--- src/rtl/multicycle_ctrl_if.sv ---
// Control bundle between the multicycle controller (master) and the datapath (slave).
// The controller reads instruction fields and the ALU zero flag and drives every enable/select.
interface multicycle_ctrl_if #(
  parameter int OPW = 6,
  parameter int FNW = 6
);
  logic [OPW-1:0] op;
  logic [FNW-1:0] funct;
  logic           zero;
  logic           pc_wr;
  logic [1:0]     npc_sel;
  logic           ir_wr;
  logic           reg_wr;
  logic           reg_dst;
  logic           mem_to_reg;
  logic           mem_wr;
  logic           alu_src;
  logic [1:0]     ext_op;
  logic [2:0]     ALUctr;
  logic [3:0]     state;

  modport master (
    input  op, funct, zero,
    output pc_wr, npc_sel, ir_wr, reg_wr, reg_dst, mem_to_reg,
           mem_wr, alu_src, ext_op, ALUctr, state
  );

  modport slave (
    output op, funct, zero,
    input  pc_wr, npc_sel, ir_wr, reg_wr, reg_dst, mem_to_reg,
           mem_wr, alu_src, ext_op, ALUctr, state
  );
endinterface

--- src/rtl/multicycle_ctrl.sv ---
// Multi-cycle main controller: fetch/decode/execute/memory/write-back sequencing
// with Moore-style datapath controls; only pc_wr in BRANCH follows the live zero flag.
module multicycle_ctrl #(
  parameter int OPW = 6,
  parameter int FNW = 6
) (
  input  logic             clk,
  input  logic             rst,
  multicycle_ctrl_if.master bus
);

  typedef enum logic [3:0] {
    S_FETCH   = 4'd0,
    S_DECODE  = 4'd1,
    S_MEM_ADR = 4'd2,
    S_MEM_RD  = 4'd3,
    S_MEM_WB  = 4'd4,
    S_MEM_WR  = 4'd5,
    S_EXE_R   = 4'd6,
    S_WB_R    = 4'd7,
    S_BRANCH  = 4'd8,
    S_EXE_I   = 4'd9,
    S_WB_I    = 4'd10,
    S_JUMP    = 4'd11
  } state_t;

  localparam logic [OPW-1:0] OP_RTYPE = OPW'(6'b000000);
  localparam logic [OPW-1:0] OP_ORI   = OPW'(6'b001101);
  localparam logic [OPW-1:0] OP_LW    = OPW'(6'b100011);
  localparam logic [OPW-1:0] OP_SW    = OPW'(6'b101011);
  localparam logic [OPW-1:0] OP_BEQ   = OPW'(6'b000100);
  localparam logic [OPW-1:0] OP_LUI   = OPW'(6'b001111);
  localparam logic [OPW-1:0] OP_J     = OPW'(6'b000010);
  localparam logic [FNW-1:0] FN_ADDU  = FNW'(6'b100001);
  localparam logic [FNW-1:0] FN_SUBU  = FNW'(6'b100011);

  state_t         state_q, state_d;
  logic [OPW-1:0] op_q, op_d;
  logic [FNW-1:0] funct_q, funct_d;

  always_ff @(posedge clk) begin
    if (rst) begin
      state_q <= S_FETCH;
      op_q    <= '0;
      funct_q <= '0;
    end else begin
      state_q <= state_d;
      op_q    <= op_d;
      funct_q <= funct_d;
    end
  end

  // Fields are captured at DECODE so later states do not depend on the IR holding still.
  always_comb begin
    state_d = S_FETCH;
    op_d    = op_q;
    funct_d = funct_q;
    case (state_q)
      S_FETCH:   state_d = S_DECODE;
      S_DECODE: begin
        op_d    = bus.op;
        funct_d = bus.funct;
        case (bus.op)
          OP_LW, OP_SW:   state_d = S_MEM_ADR;
          OP_RTYPE:       state_d = (bus.funct == FN_ADDU || bus.funct == FN_SUBU) ? S_EXE_R : S_FETCH;
          OP_ORI, OP_LUI: state_d = S_EXE_I;
          OP_BEQ:         state_d = S_BRANCH;
          OP_J:           state_d = S_JUMP;
          default:        state_d = S_FETCH;
        endcase
      end
      S_MEM_ADR: state_d = (op_q == OP_LW) ? S_MEM_RD : S_MEM_WR;
      S_MEM_RD:  state_d = S_MEM_WB;
      S_EXE_R:   state_d = S_WB_R;
      S_EXE_I:   state_d = S_WB_I;
      default:   state_d = S_FETCH;
    endcase
  end

  always_comb begin
    bus.pc_wr      = 1'b0;
    bus.npc_sel    = 2'b00;
    bus.ir_wr      = 1'b0;
    bus.reg_wr     = 1'b0;
    bus.reg_dst    = 1'b0;
    bus.mem_to_reg = 1'b0;
    bus.mem_wr     = 1'b0;
    bus.alu_src    = 1'b0;
    bus.ext_op     = 2'b00;
    bus.ALUctr     = 3'b000;
    bus.state      = rst ? 4'd0 : state_q;
    if (!rst) begin
      case (state_q)
        S_FETCH: begin
          bus.ir_wr = 1'b1;
          bus.pc_wr = 1'b1;
        end
        S_MEM_ADR, S_MEM_RD: begin
          bus.alu_src = 1'b1;
          bus.ext_op  = 2'b01;
          bus.ALUctr  = 3'b010;
        end
        S_MEM_WB: begin
          bus.reg_wr     = 1'b1;
          bus.mem_to_reg = 1'b1;
        end
        S_MEM_WR: begin
          bus.mem_wr  = 1'b1;
          bus.alu_src = 1'b1;
          bus.ext_op  = 2'b01;
          bus.ALUctr  = 3'b010;
        end
        S_EXE_R, S_WB_R: begin
          bus.ALUctr  = (funct_q == FN_SUBU) ? 3'b110 : 3'b010;
          bus.reg_wr  = (state_q == S_WB_R);
          bus.reg_dst = (state_q == S_WB_R);
        end
        S_EXE_I, S_WB_I: begin
          bus.alu_src = 1'b1;
          bus.ext_op  = (op_q == OP_LUI) ? 2'b10 : 2'b00;
          bus.ALUctr  = (op_q == OP_LUI) ? 3'b000 : 3'b001;
          bus.reg_wr  = (state_q == S_WB_I);
        end
        S_BRANCH: begin
          bus.ALUctr  = 3'b110;
          bus.npc_sel = 2'b01;
          bus.pc_wr   = bus.zero;
        end
        S_JUMP: begin
          bus.pc_wr   = 1'b1;
          bus.npc_sel = 2'b10;
        end
        default: ;
      endcase
    end
  end

endmodule

--- src/flat_wrapper.sv ---
// flat-port wrapper written by rule: the top's interface ports become plain ports
module multicycle_ctrl_flat 
#(
  parameter int OPW = 6,
  parameter int FNW = 6
)
  (clk, rst, bus_op, bus_funct, bus_zero, bus_pc_wr, bus_npc_sel, bus_ir_wr, bus_reg_wr, bus_reg_dst, bus_mem_to_reg, bus_mem_wr, bus_alu_src, bus_ext_op, bus_ALUctr, bus_state);
  multicycle_ctrl_if #(.OPW(OPW), .FNW(FNW)) bus_i ();
  input  logic clk;
  input  logic rst;
  input wire logic [$bits(bus_i.op)-1:0] bus_op;
  input wire logic [$bits(bus_i.funct)-1:0] bus_funct;
  input wire logic [$bits(bus_i.zero)-1:0] bus_zero;
  output wire logic [$bits(bus_i.pc_wr)-1:0] bus_pc_wr;
  output wire logic [$bits(bus_i.npc_sel)-1:0] bus_npc_sel;
  output wire logic [$bits(bus_i.ir_wr)-1:0] bus_ir_wr;
  output wire logic [$bits(bus_i.reg_wr)-1:0] bus_reg_wr;
  output wire logic [$bits(bus_i.reg_dst)-1:0] bus_reg_dst;
  output wire logic [$bits(bus_i.mem_to_reg)-1:0] bus_mem_to_reg;
  output wire logic [$bits(bus_i.mem_wr)-1:0] bus_mem_wr;
  output wire logic [$bits(bus_i.alu_src)-1:0] bus_alu_src;
  output wire logic [$bits(bus_i.ext_op)-1:0] bus_ext_op;
  output wire logic [$bits(bus_i.ALUctr)-1:0] bus_ALUctr;
  output wire logic [$bits(bus_i.state)-1:0] bus_state;
  assign bus_i.op = bus_op;
  assign bus_i.funct = bus_funct;
  assign bus_i.zero = bus_zero;
  assign bus_pc_wr = bus_i.pc_wr;
  assign bus_npc_sel = bus_i.npc_sel;
  assign bus_ir_wr = bus_i.ir_wr;
  assign bus_reg_wr = bus_i.reg_wr;
  assign bus_reg_dst = bus_i.reg_dst;
  assign bus_mem_to_reg = bus_i.mem_to_reg;
  assign bus_mem_wr = bus_i.mem_wr;
  assign bus_alu_src = bus_i.alu_src;
  assign bus_ext_op = bus_i.ext_op;
  assign bus_ALUctr = bus_i.ALUctr;
  assign bus_state = bus_i.state;
  multicycle_ctrl #(.OPW(OPW), .FNW(FNW)) u_core (.clk(clk), .rst(rst), .bus(bus_i));
endmodule
--- config.mk ---
export PLATFORM = sky130hd
export DESIGN_NAME = multicycle_ctrl_flat
export DESIGN_NICKNAME = d
export VERILOG_FILES = /design/src/rtl/multicycle_ctrl_if.sv /design/src/rtl/multicycle_ctrl.sv /design/src/flat_wrapper.sv
export SDC_FILE = /design/constraint.sdc
export NUM_CORES = 1
export LEC_CHECK = 0
export ABC_AREA = 1
export CORE_UTILIZATION = 50
export CTS_BUF_LIST = sky130_fd_sc_hd__clkbuf_4
export DETAILED_ROUTE_END_ITERATION = 10
export PLACE_DENSITY = 0.88
export SLEW_MARGIN = 0
export SYNTH_ARGS = -nofsm -noshare
export SYNTH_HDL_FRONTEND = slang
export SYNTH_SLANG_ARGS = --single-unit
--- constraint.sdc ---
create_clock -name clk -period 1.86 [get_ports clk]
set_clock_uncertainty 0.05 [all_clocks]
set_input_delay 0.186 -clock clk [delete_from_list [all_inputs] [get_ports clk]]
set_output_delay 0.186 -clock clk [all_outputs]
set_load 0.005 [all_outputs]
# [Word level (Yosys, flattened, before mapping)]
# Cells that the tools add are included.
[classes] muxes=28 reduce_logical=10 n_eq_ne=22
[ops] op="$eq A6 B6 Y1 const B" count=6
[ops] op="$pmux W4 S6" count=1
[ops] op="$pmux W4 S5" count=1
[ops] op="$eq A6 B4 Y1 const B" count=3
[ops] op="$eq A4 B3 Y1 const B" count=4
[ops] op="$eq A4 B4 Y1 const B" count=4
[ops] op="$mux W1" count=13
[ops] op="$mux W3" count=4
[ops] op="$pmux W3 S4" count=1
[ops] op="$reduce_or A2 Y1" count=5
[ops] op="$eq A4 B2 Y1 const B" count=2
[ops] op="$pmux W2 S2" count=2
[ops] op="$eq A6 B2 Y1 const B" count=1
[ops] op="$eq A6 B3 Y1 const B" count=1
[ops] op="$logic_not A6 Y1" count=1
[ops] op="$mux W2" count=3
[ops] op="$reduce_or A5 Y1" count=1
[ops] op="$eq A4 B1 Y1 const B" count=1
[ops] op="$logic_not A4 Y1" count=1
[ops] op="$mux W4" count=1
[ops] op="$pmux W1 S3" count=1
[ops] op="$reduce_or A3 Y1" count=1
[ops] op="$pmux W1 S2" count=1
[ops] op="$logic_or A1 B1 Y1" count=1
[word_totals] word_cells=63 ff_bits=16 in_bits=15 out_inout_bits=18

# [Longest topological paths before layout]
[logic_depth] ltp_word=5 ltp_mapped=8 mapped_depth_nobuf=8

# [Worst setup path before layout]
# No wires, ideal clock.
[synth_timing] kind="flip-flop to output port" from="reg u_core.state_q[3]" to="out bus_alu_src" arrival_ns=0.966 path_buffers=0 stages_incl_launch_ff=6 slack_ns=0.658 t_required_ns=1.624 path_cell_list="dfxtp_1 -> inv_1 -> nand2_1 -> inv_1 -> a22oi_1 -> o21ai_0"
[synth_between] elab_chain_len=4 word_cells_on_any_way=8 classes_between="5 x eq/ne; 2 x mux; 1 x reduce/logical"
[synth_rtl] item="start: declaration" line="multicycle_ctrl.sv:37" rtl="state_t state_q, state_d;"
[synth_rtl] item="start signal: assignment" line="multicycle_ctrl.sv:47" rtl="state_q <= state_d;"
[synth_rtl] item="$eq A4 B2 Y1 (tied with other cells)" line="multicycle_ctrl.sv:93" rtl="case (state_q)"
[synth_rtl] item="$reduce_or A5 Y1 (no source line) (*)"
[synth_rtl] item="$mux W1 (*)" line="multicycle_ctrl.sv:93"
[synth_rtl] item="$mux W1 (*)" line="multicycle_ctrl.sv:92" rtl="if (!rst) begin"
[synth_rtl] item="end: declaration" line="flat_wrapper.sv:21" rtl="output wire logic [$bits(bus_i.alu_src)-1:0] bus_alu_src;"
# Mark *: on every way between the ends. The rest lies on a longest branch, timed or not.

# [Worst setup path in the final report]
[layout_timing] from="reg u_core.state_q[0]" to="out bus_ALUctr[0]"
[layout_between] elab_chain_len=4 word_cells_on_any_way=13 classes_between="8 x eq/ne; 2 x mux; 3 x reduce/logical"
[layout_rtl] item="$eq A4 B2 Y1 (tied with other cells)" line="multicycle_ctrl.sv:93"
[layout_rtl] item="$reduce_or A3 Y1 (no source line) / $reduce_or A2 Y1 (equally long branches)"
[layout_rtl] item="$pmux W3 S4 (*)" line="multicycle_ctrl.sv:93"
[layout_rtl] item="$mux W3 (*)" line="multicycle_ctrl.sv:92"
[layout_rtl] item="end: declaration" line="flat_wrapper.sv:23" rtl="output wire logic [$bits(bus_i.ALUctr)-1:0] bus_ALUctr;"
# Marks and branches as above.

==> key figures <==
Worst setup path
  • Crit path DAT: roughly 1600 ps
  • R2R depth: 6
  • Crit path kind: reg -> out
  • Reg2reg end: u_core.state_q[2]
  • Crit path capture type: output pin
  • Worst setup path start: u_core.state_q[0]
  • CP startpoint kind: flop
  • RR Startpoint: u_core.state_q[0]
  • CP required: between 1500 and 2000 ps
  • FF-to-FF setup slack: roughly 560 ps
  • Worst Path Max Fanout: 4

Pwr
  • Maximum vdd drop: ~500 uV
  • Sequential share of power: 51.8%
  • Cell Int Power: between 0.0005 and 0.0006 W
  • Sw frac: between 20% and 30%
  • Pleak: about 0.71 nW
  • Net Switching: about 0.00022 W
  • Cell Pwr Density: about 520 mW/mm2
  • Clock power share: between 20% and 30%
  • Final Power: between 0.0007 and 0.0008 W
  • Comb power frac: between 20 and 25%

Min path
  • Hold Path Sink: u_core.funct_q[2]
  • Worst Hold Class: in -> reg
  • Worst hold stages: 3
  • Hold_sp: bus_funct[2]

Synth
  • Syn Nets: 176
  • Flops & latches, synth: 16
  • Post-Syn Instances: 161
  • Synth cell types: 24
  • Synth warnings: 0
  • Register area share after synthesis: about a third
  • Post-synthesis instance area: just under 0.001 mm2
  • Post-Syn Area per Cell: 6.07 um2

Cells and area
  • Number of fill cells: about 130
  • Sequential standard cell area: around 330 um2
  • Fin nets: approximately 220
  • Fraction of layout cells with a size suffix above 1: between 10% and 20%
  • Final Cell Area: between 0.001 and 0.0015 mm2
  • Synth-to-layout area growth: 46.5%
  • Multi-input logic area: between 500 and 600 um2
  • Antenna cells: 0
  • Fin util: 80.3%

STA
  • Final Slew Violations: 0
  • Fin crit share: between 90 and 100%
  • Slew headroom: approximately four fifths
  • Fmax: roughly 550 MHz
  • Final hold violation count: 0
  • Final Critical Period: roughly 1800 ps
  • Setup violations, final: 0
  • Setup TNS: 0 ps
  • Min Hold Slack: about 400 ps
  • Worst slew pin tran: approximately 280 ps

Clocking
  • Clock slew at reported path FFs: ~100 ps
  • Clock Path Buffers: 2
  • Clock sinks: 16
  • TritonCTS clock tree: yes
  • Root Buffer: clkbuf_4
  • Hold buffers post-CTS: 0
  • Total CTS buffers: 3
  • Number of H-tree levels: 1
  • Worst-Skew Late Latency: about 280 ps

Drt
  • Initial DRC Count: 50
  • Vias per cell: between 5 and 6
  • DRC: 0
  • DR WL/cell: 11.6 um
  • DR vias: 1164
  • Antenna Nets Post-Route: 0
  • Number of detailed-route iterations in the first pass: 6
  • Routed wire length: roughly 2600 um

Die
  • Initial Util: between 50% and 60%
  • Rows: 15
  • Die Ht: around 46 um
  • Core ar.: 0.00178 mm2
  • Die area: approximately 0.0021 mm2
  • I/O pin count: 33
  • DIE WIDTH: 46.2 um

Place
  • PortBufs: 32
  • HPWL Detailed: between 1500 and 2000 um
  • Gpl congestion: about 0.89
  • Placed Area: approximately 0.0013 mm2

GRT
  • Largest net degree at the start of global routing: 17
  • First-pass GRT wire length: 3930 um
  • Initial antenna violation count: 0
  • Vias in the first global route: ~950
  • Tot GR Track Use: about a quarter
  • Congestion Overflow GR: 0

Flow run
  • Max_cap viols: 0

Outcome
  • Status: finished, final reports clean
-- kinds of logic after synthesis --
family,synth area share [%]
compound gates,16.1
buf+inv,12.7
flops,32.8
simple gates,38.4
-- metrics by stage --
stage	setup slack [ps]	cells
2_1_floorplan	658	161
3_3_place_gp	86.3	217
3_5_place_dp	14.9	217
4_1_cts	0.545	223
5_1_grt	-25.0	228
6_report	54.1	228
-- power by group through the flow --
stage                     Sequential (W)  Clock, W  Combinational [W]
final                           0.000386  0.000190           0.000169
after global routing            0.000389  0.000201           0.000190
after CTS                       0.000385  0.000192           0.000164
after detailed placement        0.000395         0           0.000160
after global placement          0.000393         0           0.000154
after floorplan                 0.000390         0          0.0000994
-- placed cells by master (no fill, tap or decap), drive strengths merged --
cell type	netlist	layout
nor2	52	52
a31oi	2	2
nor3	3	3
dlymetal6s2s	0	2
clkinv	0	1
o211ai	1	1
o21ai	15	15
dfxtp	16	16
nand2	25	25
buf	4	11
nand4	3	3
dlygate4sd2	0	9
a21oi	11	11
a22oi	1	1
inv	23	23
clkbuf	1	3
clkdlybuf4s50	0	21
nand3	4	4
-- flip-flops by register name, summed over array words and instances, names as in the netlist --
name,flops
u_core.funct_q,6
u_core.op_q,6
u_core.state_q,4
-- synthesized netlist by cell type, drive strengths merged --
master / instances / area, um2
o21ai: 15 / 75.1
nand3: 4 / 20.0
nand2: 25 / 104
a22oi: 1 / 7.51
buf: 4 / 31.3
o211ai: 1 / 7.51
inv: 23 / 88.8
a21oi: 11 / 55.1
dfxtp: 16 / 320
clkbuf: 1 / 3.75
nor3: 3 / 20.0
nand4: 3 / 18.8
nor2: 52 / 213
a31oi: 2 / 12.5
-- critical path: stages (launching register included) --
cell	delay (ps)
dfxtp_4	400
inv_4	60
nand2_4	70
inv_2	50
o211ai_1	260
buf_4	160
nor2_1	30
dlygate4sd2_1	250
-- cell type report --
type / count / share of cell area [%]
inverter: 23 / 6.38
clock buffer: 3 / 1.57
clock inverter: 1 / 0.262
multi-input combinational: 117 / 38.6
sequential: 16 / 23.3
tap: 25 / 2.19
timing repair buffer: 43 / 27.7
-- layer usage --
layer  share of wire (%)  GRT usage [%]
met1                  41           27.6
met2                  53           50.4
met3                 4.2           3.92
met4                 1.8           11.8
met5                   0              0
-- timing repair --
item,in CTS,in global routing
pin swaps,2,2
setup buffers,2,5
endpoints found under the setup margin,13,7
resized for setup,25,4
-- worst max path at each step --
stage / end / slack, ps / depth (start not counted)
after global placement: bus_mem_wr / 90 / 4
after floorplan: bus_alu_src / 660 / 5
final: bus_ALUctr[0] / 50 / 7
after global routing: bus_npc_sel[1] / -20 / 5
after CTS: bus_ext_op[1] / 0.5 / 6
after detailed placement: bus_mem_to_reg / 10 / 4
Power figures use the tool's default switching activity.
